[src/rtl/delay_pkg.sv]
// Shared constants and helpers for the delay pipeline.
package delay_pkg;

  localparam int DEFAULT_WIDTH  = 8;
  localparam int DEFAULT_STAGES = 2;

  // Bits needed to hold an occupancy count from 0 to n inclusive.
  function automatic int count_w(input int n);
    return $clog2(n + 1);
  endfunction

endpackage

[src/rtl/delay_stage.sv]
// One pipeline slot: valid bit plus payload register with elastic handshake.
module delay_stage
  import delay_pkg::*;
#(
  parameter int WIDTH = DEFAULT_WIDTH
) (
  input  logic             clk,
  input  logic             rst,
  input  logic             flush,
  input  logic             in_valid,
  input  logic [WIDTH-1:0] in_data,
  input  logic             next_rdy,
  output logic             valid,
  output logic [WIDTH-1:0] data,
  output logic             rdy
);

  // An empty slot, or one whose occupant moves on this cycle, can take a new word.
  assign rdy = !valid || next_rdy;

  // Slot update: reset clears everything, flush drops the word, otherwise load when ready.
  always_ff @(posedge clk) begin
    if (rst) begin
      valid <= 1'b0;
      data  <= '0;
    end else if (flush) begin
      valid <= 1'b0;
    end else if (rdy) begin
      valid <= in_valid;
      if (in_valid) data <= in_data;
    end
  end

endmodule

[src/rtl/delay_pipe.sv]
// Elastic delay line of STAGES slots with bubble collapse, flush and occupancy count.
module delay_pipe
  import delay_pkg::*;
#(
  parameter int WIDTH  = DEFAULT_WIDTH,
  parameter int STAGES = DEFAULT_STAGES
) (
  input  logic                         i_clk,
  input  logic                         i_rst,
  input  logic                         i_flush,
  input  logic                         i_valid,
  output logic                         o_ready,
  input  logic [WIDTH-1:0]             i_data,
  output logic                         o_valid,
  input  logic                         i_ready,
  output logic [WIDTH-1:0]             o_data,
  output logic [count_w(STAGES)-1:0]   o_count
);

  localparam int CW = count_w(STAGES);

  logic             v [STAGES];
  logic [WIDTH-1:0] d [STAGES];
  logic             xfer_in;
  logic             xfer_out;

  for (genvar k = 0; k < STAGES; k++) begin : g_stage
    logic             in_v;
    logic [WIDTH-1:0] in_d;
    logic             next_rdy;
    logic             stage_rdy;

    if (k == 0) begin : g_first
      assign in_v = i_valid;
      assign in_d = i_data;
    end else begin : g_next
      assign in_v = v[k-1];
      assign in_d = d[k-1];
    end

    if (k == STAGES - 1) begin : g_last
      assign next_rdy = i_ready;
    end else begin : g_mid
      assign next_rdy = g_stage[k+1].stage_rdy;
    end

    delay_stage #(.WIDTH(WIDTH)) u_stage (
      .clk      (i_clk),
      .rst      (i_rst),
      .flush    (i_flush),
      .in_valid (in_v),
      .in_data  (in_d),
      .next_rdy (next_rdy),
      .valid    (v[k]),
      .data     (d[k]),
      .rdy      (stage_rdy)
    );
  end

  // Reset forces ready high so the upstream sees a clean, accepting block.
  assign o_ready  = (g_stage[0].stage_rdy || i_rst) && !i_flush;
  assign o_valid  = v[STAGES-1];
  assign o_data   = d[STAGES-1];
  assign xfer_in  = i_valid && o_ready;
  assign xfer_out = o_valid && i_ready;

  // Occupancy tracks net transfers; reset and flush both empty the pipe.
  always_ff @(posedge i_clk) begin
    if (i_rst || i_flush) begin
      o_count <= '0;
    end else begin
      case ({xfer_in, xfer_out})
        2'b10:   o_count <= o_count + CW'(1);
        2'b01:   o_count <= o_count - CW'(1);
        default: o_count <= o_count;
      endcase
    end
  end

endmodule

[config.mk]
export PLATFORM = sky130hd
export DESIGN_NAME = delay_pipe
export DESIGN_NICKNAME = d
export VERILOG_FILES = /design/src/rtl/delay_pkg.sv /design/src/rtl/delay_stage.sv /design/src/rtl/delay_pipe.sv
export SDC_FILE = /design/constraint.sdc
export NUM_CORES = 1
export LEC_CHECK = 0
export CAP_MARGIN = 40
export CORE_MARGIN = 3
export CORE_UTILIZATION = 34
export CTS_CLUSTER_DIAMETER = 100
export DETAILED_ROUTE_END_ITERATION = 12
export DONT_BUFFER_PORTS = 1
export PLACE_DENSITY_LB_ADDON = 0.12
export SYNTH_ARGS = -nofsm -noshare
export SYNTH_HDL_FRONTEND = slang
export SYNTH_SLANG_ARGS = --single-unit
[constraint.sdc]
create_clock -name i_clk -period 2 [get_ports i_clk]
set_clock_uncertainty 0.15 [all_clocks]
set_input_delay 0.4 -clock i_clk [delete_from_list [all_inputs] [get_ports i_clk]]
set_output_delay 0.4 -clock i_clk [all_outputs]
set_load 0.02 [all_outputs]
-- After elaboration in Yosys (flattened, before gate mapping)
Index checks and enable logic that the tools add are counted.
- add/subtract/negate cells: 2
- equality and inequality tests: 2
- mux-type cells: 1
- bitwise operators: 1
- reduce and logical (&&, ||, !) cells: 14
- operators with widths (kind ; count):
    $reduce_and A3 Y1 ; 2
    $logic_or A1 B1 Y1 ; 4
    $pmux W2 S2 ; 1
    $logic_and A1 B1 Y1 ; 3
    $logic_not A1 Y1 ; 3
    $add A2 B1 Y2 const B ; 1
    $eq A2 B1 Y1 const B ; 1
    $eq A2 B2 Y1 const B ; 1
    $reduce_bool A2 Y1 ; 1
    $reduce_or A2 Y1 ; 1
    $sub A2 B1 Y2 const B ; 1
    $not A1 Y1 ; 1
- flip-flop bits (word level): 20
- input bits: 13
- output and inout port bits: 12
- word-level logic and storage cells: 25

-- Logic depth before layout (Yosys ltp)
- depth after elaboration: 8
- mapped depth: 7
- gate-level depth less buffers: 7

-- Cells and area by module
A second synthesis with hierarchy kept.
- cell total of the unflattened synthesis: 93
- area total of the unflattened synthesis: 939.7 sq um
- modules (own cells, without submodules) (module ; instances ; cells an instance ; area each (sq um) ; seq. area each (sq um)):
    delay_stage ; 2 ; 40 ; 414.1 ; 180.2
    delay_pipe ; 1 ; 13 ; 111.4 ; 40.0

-- Worst setup path after synthesis
OpenSTA, ideal clock, no wires.
- path type: input port to flip-flop
- start: input port i_rst
- end: register o_count[1]
- setup time: 0.070 ns
- data arrival time: 1.933 ns
- required time: 1.780 ns
- setup slack: -0.153 ns
- stages: 6
- buffers on the path: 0
- cells stage by stage: clkinv_1 a31oi_1 nand2_1 ha_1 or3_1 a21boi_1
- longest elaborated chain between the ends: 5
- RTL lines (item ; RTL line ; text):
    start: declaration ; delay_pipe.sv:9 ; input logic i_rst,
    $logic_or A1 B1 Y1 * ; delay_pipe.sv:61 ; assign o_ready = (g_stage[0].stage_rdy || i_rst) && !i_flush;
    $logic_and A1 B1 Y1 * ; delay_pipe.sv:61 ;
    net o_ready ; delay_pipe.sv:12 ; output logic o_ready,
    $logic_and A1 B1 Y1 * ; delay_pipe.sv:64 ; assign xfer_in = i_valid && o_ready;
    $eq A2 B1 Y1 / $eq A2 B2 Y1 (equally long branches) ; delay_pipe.sv:72 ; case ({xfer_in, xfer_out})
    $pmux W2 S2 / $reduce_bool A2 Y1 (equally long branches) ; - ;
    end signal: assignment ; delay_pipe.sv:73 ; 2'b10: o_count <= o_count + CW'(1);
    end signal: assignment ; delay_pipe.sv:74 ; 2'b01: o_count <= o_count - CW'(1);
    end signal: assignment ; delay_pipe.sv:75 ; default: o_count <= o_count;
    end: declaration ; delay_pipe.sv:17 ; output logic [count_w(STAGES)-1:0] o_count
Mark *: on every way through the listed nets, which the timed path passes. The rest lies on a longest branch.
A chain may end at the register's enable or synchronous reset.

-- Worst setup path in the final report
- start: register g_stage[1].u_stage.valid
- end: register o_count[1]
- longest elaborated chain between the ends: 8
- RTL lines (item ; RTL line ; text):
    start: declaration ; delay_stage.sv:13 ; output logic valid,
    start signal: assignment ; delay_stage.sv:29 ; valid <= in_valid;
    $logic_not A1 Y1 ; delay_stage.sv:19 ; assign rdy = !valid || next_rdy;
    $logic_or A1 B1 Y1 (2 in a row) ; delay_stage.sv:19 ;
    $logic_or A1 B1 Y1 ; delay_pipe.sv:61 ;
    $logic_and A1 B1 Y1 ; delay_pipe.sv:61 ;
    $logic_and A1 B1 Y1 ; delay_pipe.sv:64 ;
    $eq A2 B1 Y1 / $eq A2 B2 Y1 (equally long branches) ; delay_pipe.sv:72 ;
    $pmux W2 S2 / $reduce_bool A2 Y1 (equally long branches) ; - ;
Parallel ways exist; a longest one is shown, timed or not.

==> summary.md <==
| Metric | Value |
|---|---|
| Syn nets | `108` |
| Iter 0 DRT Violations | `16` |
| Die area | `0.003130 mm^2` |
| Ys Warns | `0` |
| Power Density | `722.6 mW/mm^2` |
| CP Launch Type | `register` |
| Grt ovf | `0` |
| Most frequent cells in the layout | `20 x dfxtp_1, 17 x nand2_1, 9 x o21ai_0, 9 x a21oi_1` |
| Period utilization | `0.8726` |
| Number of flops mapped to enable cells by yosys | `0` |
| Synth top area cells | `dfxtp_1 47%, mux2i_1 9.4%, nand2_1 7.5%` |
| Crit-path max FO | `3` |
| Routed WL | `1.776 mm` |
| Fin crit period | `1.745 ns` |
| RSZ-0062 raised after global routing | `false` |
| Num rows | `17` |
| Clock Pin Slew Worst Setup and Hold Paths | `0.11 ns` |
| Place WS | `0.2080 ns` |
| Vias in the first global route | `643` |
| Synth area leader | `dfxtp_1` |
| Detailed-router iteration count before antenna repair | `4` |
| Most common cell after layout, fill and taps aside | `dfxtp_1` |
| Synthesized area per cell | `9.025 um^2` |
| TritonCTS clock tree | `done` |
| Area occupied by registers | `400.4 um^2` |
| Fill count | `235` |
| Worst vdd ir | `0.0005039 V` |
| Initial antenna violation count | `0` |
| Least-Margin Pin Slew | `0.3642 ns` |
| Area delta synth->final | `15.04%` |
| Sequential-to-total area share from yosys stat | `0.4720` |
| Post-CTS setup buffer count | `0` |
| Run status | `completed` |
| Setup Viol. Count Final | `0` |
| Layout cell share with drive strength beyond 1 | `0.1188` |
| IO buf count | `0` |
| Synthesis-stage register bit count | `20` |
| CP startpoint | `g_stage[1].u_stage.valid$_SDFFE_PP0P_` |
| Final nets | `116` |
| R2R setup slack | `0.25 ns` |
| RR Startpoint | `g_stage[1].u_stage.valid$_SDFFE_PP0P_` |
| IO Pins | `25` |
| Max Root-Sink Buffers | `2` |
| Hold Path Class | `in -> reg` |
| Remaining antenna violation count | `0` |
| N_diodes | `0` |
| Clock sinks | `20` |
| Slew headroom | `0.7567` |
| Vias | `625` |
| First-pass GRT wire length | `2.987 mm` |
| Largest net degree at the start of global routing | `17` |
| H-Tree Depth | `1` |
| Final Hold Fails | `0` |
| Async SR Flop Fraction | `0` |
| Post-route cell area | `975.9 um^2` |
| Initial Util | `0.3693` |
| Area fraction of the dominant cell type after synthesis | `0.4720` |
| Tot GR Track Use | `0.1203` |
| Max cap viols | `0` |
| Cell Area, Synth | `848.3 um^2` |
| Setup TNS | `0 ns` |
| Yosys cell types | `25` |
| Fin. max-slew vios | `0` |
| Routed vias/inst | `4.845` |
| Clock Tree Root | `clkbuf_4` |
| Maximum operating frequency | `573.0 MHz` |
| Die height | `55.95 um` |
| Crit end category | `register` |
| Core footprint | `0.002297 mm^2` |
| Wire per inst | `13.77 um` |
| WP data required | `2.08 ns` |
| Cells after synthesis | `94` |
| Leakage | `0.3479 nW` |
| Worst Setup Slack, final | `0.2548 ns` |
| GP Congestion | `0.6715` |
| Die X | `55.95 um` |
| DP HPWL | `1.265 mm` |
| Post-CTS Resized | `0` |
| R2r endpoint | `o_count[1]$_SDFFE_PP0P_` |
| CTS buffer count | `3` |
| R2R depth | `6` |
| Placed cell area | `899.6 um^2` |
| Critical path class | `reg -> reg` |
| Primary FF master, synth | `dfxtp_1` |
| DRC errors left | `0` |
| Area of the multi-input gates | `430.4 um^2` |
| WP data arrival | `1.83 ns` |
| Cts hold-fix bufs | `2` |
| Worst setup path end | `o_count[1]$_SDFFE_PP0P_` |
| Clock Latency Late Sink | `0.29 ns` |
==> critical path: stages (launching register included) <==
cell and delay, ns:
dfxtp_1 0.33, nor2b_4 0.13, a31oi_4 0.19, nand2_1 0.08, ha_1 0.31, or3_1 0.37, a21boi_1 0.13
==> cells in the mapped netlist (2+ instances only) <==
master / n
buf_4: 2
dfxtp_1: 20
nand2b_1: 2
o21ai_0: 9
nand2_1: 17
buf_2: 2
a21oi_1: 9
mux2i_1: 8
nor3_1: 2
nand3_1: 8
==> registers in the layout (all words and copies together), names as in the netlist <==
register / count
g_stage.u_stage.data: 16
g_stage.u_stage.valid: 2
o_count: 2
==> area by class of cell <==
type                       instances  area share
clock buffer                       4     0.03718
inverter                           1    0.003846
multi-input combinational         68      0.4410
sequential                        20      0.4103
tap                               28     0.03590
timing repair buffer               8     0.07179
==> worst min path at each step <==
stage | startpoint | to | slack (ns) | depth (start not counted)
CTS | i_rst | g_stage[1].u_stage.data[2]$_SDFFE_PP0P_ | 0.001 | 1
finish | i_data[7] | g_stage[0].u_stage.data[7]$_SDFFE_PP0P_ | 0.08 | 2
global route | i_data[7] | g_stage[0].u_stage.data[7]$_SDFFE_PP0P_ | 0.06 | 2
floorplan | g_stage[0].u_stage.data[0]$_SDFFE_PP0P_ | g_stage[0].u_stage.data[0]$_SDFFE_PP0P_ | 0.28 | 2
detailed placement | g_stage[0].u_stage.data[4]$_SDFFE_PP0P_ | g_stage[0].u_stage.data[4]$_SDFFE_PP0P_ | 0.30 | 2
global placement | g_stage[0].u_stage.data[4]$_SDFFE_PP0P_ | g_stage[0].u_stage.data[4]$_SDFFE_PP0P_ | 0.30 | 2
==> power by group <==
part / internal (mW) / switching [mW] / leakage (nW)
combinational: 0.0285 / 0.0296 / 0.164
sequential: 0.410 / 0.0110 / 0.162
clock: 0.111 / 0.116 / 0.0210
==> cell families (layout without fill, tap and decap cells) <==
logic type | Yosys count | in the layout | share of synthesized area
simple gates | 35 | 35 | 0.2094
xor+xnor | 2 | 2 | 0.02065
fa+ha+maj | 1 | 1 | 0.01475
flops | 20 | 20 | 0.4720
compound gates | 22 | 22 | 0.1505
buf+inv | 6 | 13 | 0.03833
mux | 8 | 8 | 0.09440
==> routing by layer <==
layer / wire (um) / global-route usage / vias to the layer above
met1: 906 / 0.1517 / 272
li1: - / - / 338
met5: 0 / 0 / -
met3: 80 / 0.06032 / 2
met4: 14 / 0.02034 / 0
met2: 774 / 0.1875 / 13
==> through the flow <==
stage	instances	utilization	total power, mW	hold WS, ns
2_1_floorplan	94	-	0.4710	0.2850
3_3_place_gp	121	0.3916	0.4781	0.2952
3_5_place_dp	121	0.3916	0.4791	0.3030
4_1_cts	127	0.4161	0.7157	0.001089
5_1_grt	129	0.4248	0.7447	0.05873
6_report	129	0.4248	0.7053	0.08494
Power figures use the tool's default switching activity.
==> edit 1: new RTL, same flow settings <==
Change the package constant `DEFAULT_STAGES` from 2 to 8.
--- a/src/rtl/delay_pkg.sv
+++ b/src/rtl/delay_pkg.sv
@@ -2,7 +2,7 @@
 package delay_pkg;
 
   localparam int DEFAULT_WIDTH  = 8;
-  localparam int DEFAULT_STAGES = 2;
+  localparam int DEFAULT_STAGES = 8;
 
   // Bits needed to hold an occupancy count from 0 to n inclusive.
   function automatic int count_w(input int n);
Interface: changed (resized o_count); port bits go from 25 to 27. The function was not compared with the original's and may differ.
==> edit 1 against the unedited design <==
The flow now finishes with violations (setup timing). Sequential cell count increased by 56. Worst setup slack got worse by 0.37 ns. Total power increased to 4.2 times the old value. Non-clock buffer count increased by 20. Final area increased to 3.7 times the old value. Routed wire length increased to 3.3 times the old value. Final cell count increased to 3.4 times the old value. Die area increased to 3.3 times the old value. Area after synthesis increased to 3.6 times the old value. Count of clock-buffer cells in the layout increased by 5. Critical endpoint is now o_count[2]. Largest cell class is now sequential cells. Highest routed layer unchanged.
==> edit 1: results (changes against the unedited design) <==
Outcome
  • Violated checks: setup timing
  • Outcome: complete, but fails checks

Placement
  • Worst slack, placed: -0.2476 ns (-0.4556 ns)
  • Area after DPL: 3302 um^2 (+270%)
  • Placed cells: 426 (+250%)

Global route
  • Largest net degree at the start of global routing: 57 (+40)
  • Total Routing Usage GR: 0.1242 (+0.003919)
  • First-pass GRT wire length: 10,160 um (+240%)
  • Via count of the first global-routing pass: 2,063 (+220%)

Logic synthesis
  • Top cells by area, synth: dfxtp_1, mux2i_1, nor2_1, nor4b_1, o211ai_1
  • Post-synthesis mux area share: 0.1895 (+0.09515)
  • Post-Syn Instances: 317 (+240%)
  • Post-Synth Adder-Cell Area: 0.01225 (-0.002494)
  • Commonest cells post-synth: dfxtp_1, nor2_1, mux2i_1
  • Mapped Nets: 333 (+210%)
  • Largest family of logic cells by synthesized area: multiplexers
  • Sequential-to-total area share from yosys stat: 0.4967 (+0.02476)

Clock tree
  • Cts repair resizes: 2 (+2)
  • Total CTS buffers: 9 (+6)
  • Root Buffer: clkbuf_8
  • H-tree Lvls: 3 (+2)
  • Worst-path clk slew: 0.09 ns (-0.02 ns)
  • Clk_lat worst skew: 0.34 ns (+0.05 ns)

Pwr
  • Max IR drop VDD: 0.0003915 V (-22%)
  • P_leak: 1.638 nW (+370%)

Drt
  • Vias post-DR: 2,174 (+250%)
  • Final wirelength: 5798 um (+230%)
  • Initial detailed-routing violation count: 81 (+65)

Critical path
  • Data arrival time of the critical path: 2.25 ns (+0.42 ns)
  • Worst Path Max Fanout: 2 (-1)
  • R2r endpoint: o_count[2]
  • Critical path launch point: g_stage[3].u_stage.valid

Timing
  • Setup violators final: 3 (+3)
  • Worst Setup Slack, final: -0.1190 ns (-0.3738 ns)
  • Fin Hold WS: 0.03410 ns (-0.05084 ns)
  • Worst-Margin Slew: 0.5321 ns (+0.1679 ns)

Finish
  • Layout cells sized above 1: 0.1588 (+0.04001)
  • Cell Count, Final, Fillers Out: 445 (+240%)
  • Fillers: 794 (+240%)

Min path
  • HP Start: i_valid
[edit 1: cell count changes after synthesis, moves of 8 or more]
cell,unedited run,this run
o211ai_1,0,8
nor2_1,1,70
clkbuf_1,1,13
dfxtp_1,20,76
nor4b_1,0,8
mux2i_1,8,58
[edit 1: critical path, stage by stage (launching register included)]
cell and delay (ns):
dfxtp_1 0.34, nand4_1 0.14, nor2_1 0.16, a21o_1 0.19, ha_4 0.15, xor2_1 0.14
ha_1 0.16, a21oi_1 0.05, xor2_1 0.15, or3_1 0.30, a21oi_1 0.14
[edit 1: power by group]
group	leakage [nW]	switching [mW]	total [mW]	internal (mW)
Sequential	0.615	0.0132	1.54	1.53
Combinational	0.908	0.0574	0.101	0.0435
Clock	0.115	0.597	1.32	0.722
Total	1.64	0.668	2.96	2.30
[edit 1: per-layer routing]
| metal | part of all wire | track usage | wire length [um] | vias to the layer above |
|---|---|---|---|---|
| li1 | - | - | - | 1136 |
| met1 | 0.49 | 0.1635 | 2851 | 995 |
| met2 | 0.45 | 0.1853 | 2593 | 37 |
| met3 | 0.048 | 0.04637 | 281 | 6 |
| met4 | 0.012 | 0.04601 | 72 | 0 |
| met5 | 0 | 0 | 0 | - |
[edit 1: final cells by class]
cell class | count | area share
clock buffer | 9 | 0.03466
sequential | 76 | 0.4268
inverter | 5 | 0.005252
clock inverter | 7 | 0.02906
tap | 105 | 0.03676
multi-input combinational | 215 | 0.4051
timing repair buffer | 28 | 0.06232
[edit 1: cells by family (layout without fill, tap and decap cells)]
logic type	Yosys count	count (layout)
simple gates	118	118
flops	76	76
mux	58	58
compound gates	33	33
buf+inv	26	49
fa+ha+maj	3	3
xor+xnor	3	3
==> edit 2: new RTL, config.mk and constraints unchanged <==
Made on the original files. Register the output `o_count` once more; this adds one clock of latency there. The other outputs are not delayed to match.
--- a/src/rtl/delay_pipe.sv
+++ b/src/rtl/delay_pipe.sv
@@ -18,6 +18,8 @@
 );
 
   localparam int CW = count_w(STAGES);
+
+  logic [count_w(STAGES)-1:0] o_count_s0;
 
   logic             v [STAGES];
   logic [WIDTH-1:0] d [STAGES];
@@ -67,15 +69,19 @@
   // Occupancy tracks net transfers; reset and flush both empty the pipe.
   always_ff @(posedge i_clk) begin
     if (i_rst || i_flush) begin
-      o_count <= '0;
+      o_count_s0 <= '0;
     end else begin
       case ({xfer_in, xfer_out})
-        2'b10:   o_count <= o_count + CW'(1);
-        2'b01:   o_count <= o_count - CW'(1);
-        default: o_count <= o_count;
+        2'b10:   o_count_s0 <= o_count_s0 + CW'(1);
+        2'b01:   o_count_s0 <= o_count_s0 - CW'(1);
+        default: o_count_s0 <= o_count_s0;
       endcase
     end
   end
 
+  always_ff @(posedge i_clk) begin
+    o_count <= o_count_s0;
+  end
+
 endmodule
 
Function: changed (Yosys sat finds a counterexample within 4 cycles, from zero or initial values and one cycle with i_rst high).
==> edit 2 against the unedited design <==
Worst hold slack worse by 0.0084 ns. Worst setup slack better by 0.0045 ns. Sequential cell count up 2. Area after synthesis up 4.7%. Final area up 3.7%. Routed wire length down 3.9%. Total power up 20%. Largest power group unchanged. Highest routed layer unchanged.
==> edit 2: results (changes against the unedited design) <==
Logic synthesis
  • Mapped Nets: 110 (+1.9%)
  • Commonest cells post-synth: dfxtp_1, nand2_1, a21oi_1, o21ai_0
  • Post-synthesis mux area share: 0.09014 (-0.004254)
  • Compound-gate portion of the synthesized area: 0.1437 (-0.006781)
  • Sequential-to-total area share from yosys stat: 0.4958 (+0.02380)
  • Synth Area per Inst: 9.254 um^2 (+2.5%)
  • Post-Synth Adder-Cell Area: 0.01408 (-0.0006648)

Placement
  • Worst slack, placed: 0.1969 ns (-0.01109 ns)
  • Area after DPL: 939.7 um^2 (+4.5%)
  • DP HPWL: 1299 um (+2.7%)

Timing
  • Fin Hold WS: 0.07656 ns (-0.008378 ns)
  • Fin crit share: 0.8703 (-0.002260)
  • Worst slew margin relative to its limit: 0.7631 (+0.006426)

Pwr
  • Max IR drop VDD: 0.0006369 V (+26%)
  • Switch share: 0.1988 (-0.02275)
  • P_leak: 0.3627 nW (+4.3%)

Drt
  • Initial detailed-routing violation count: 1 (-15)
  • Vias/cell: 5.085 (+5.0%)
  • Avg WL per Cell: 13.22 um (-3.9%)
  • Final wirelength: 1706 um (-3.9%)

Global route
  • Total Routing Usage GR: 0.1171 (-0.003200)
  • Via count of the first global-routing pass: 645 (+0.31%)

Critical path
  • Crit path capture: o_count_s0[1]

Outcome
  • Outcome: completed

Finish
  • End-of-flow core utilization: 0.4326 (+0.007783)
  • Fillers: 245 (+4.3%)
## edit 2: area by class of cell
cell class | count | area share
Clock buffer | 3 | 0.02225
Clock inverter | 1 | 0.02967
Inverter | 1 | 0.003708
Multi-Input combinational cell | 68 | 0.4252
Sequential cell | 22 | 0.4351
Tap cell | 28 | 0.03461
Timing Repair Buffer | 6 | 0.04944
## edit 2: critical path, cell delays in order (launching register included)
cell	delay, ns
dfxtp_1	0.33
nor2b_4	0.13
a31oi_4	0.17
nand2_1	0.08
ha_1	0.31
or3_1	0.38
a21boi_1	0.14
## edit 2: power by group through the flow
stage	Clock, mW	Combinational, mW	Sequential (mW)
after floorplan	0	0.0429	0.470
after global placement	0	0.0478	0.472
after detailed placement	0	0.0491	0.472
after CTS	0.344	0.0553	0.462
after global routing	0.358	0.0619	0.464
final	0.331	0.0548	0.462
## edit 2: layer usage
layer / GRT usage / routed length (um)
met3: 0.05882 / 101
met4: 0.01987 / 14
met1: 0.1591 / 887
met5: 0 / 0
met2: 0.1697 / 702
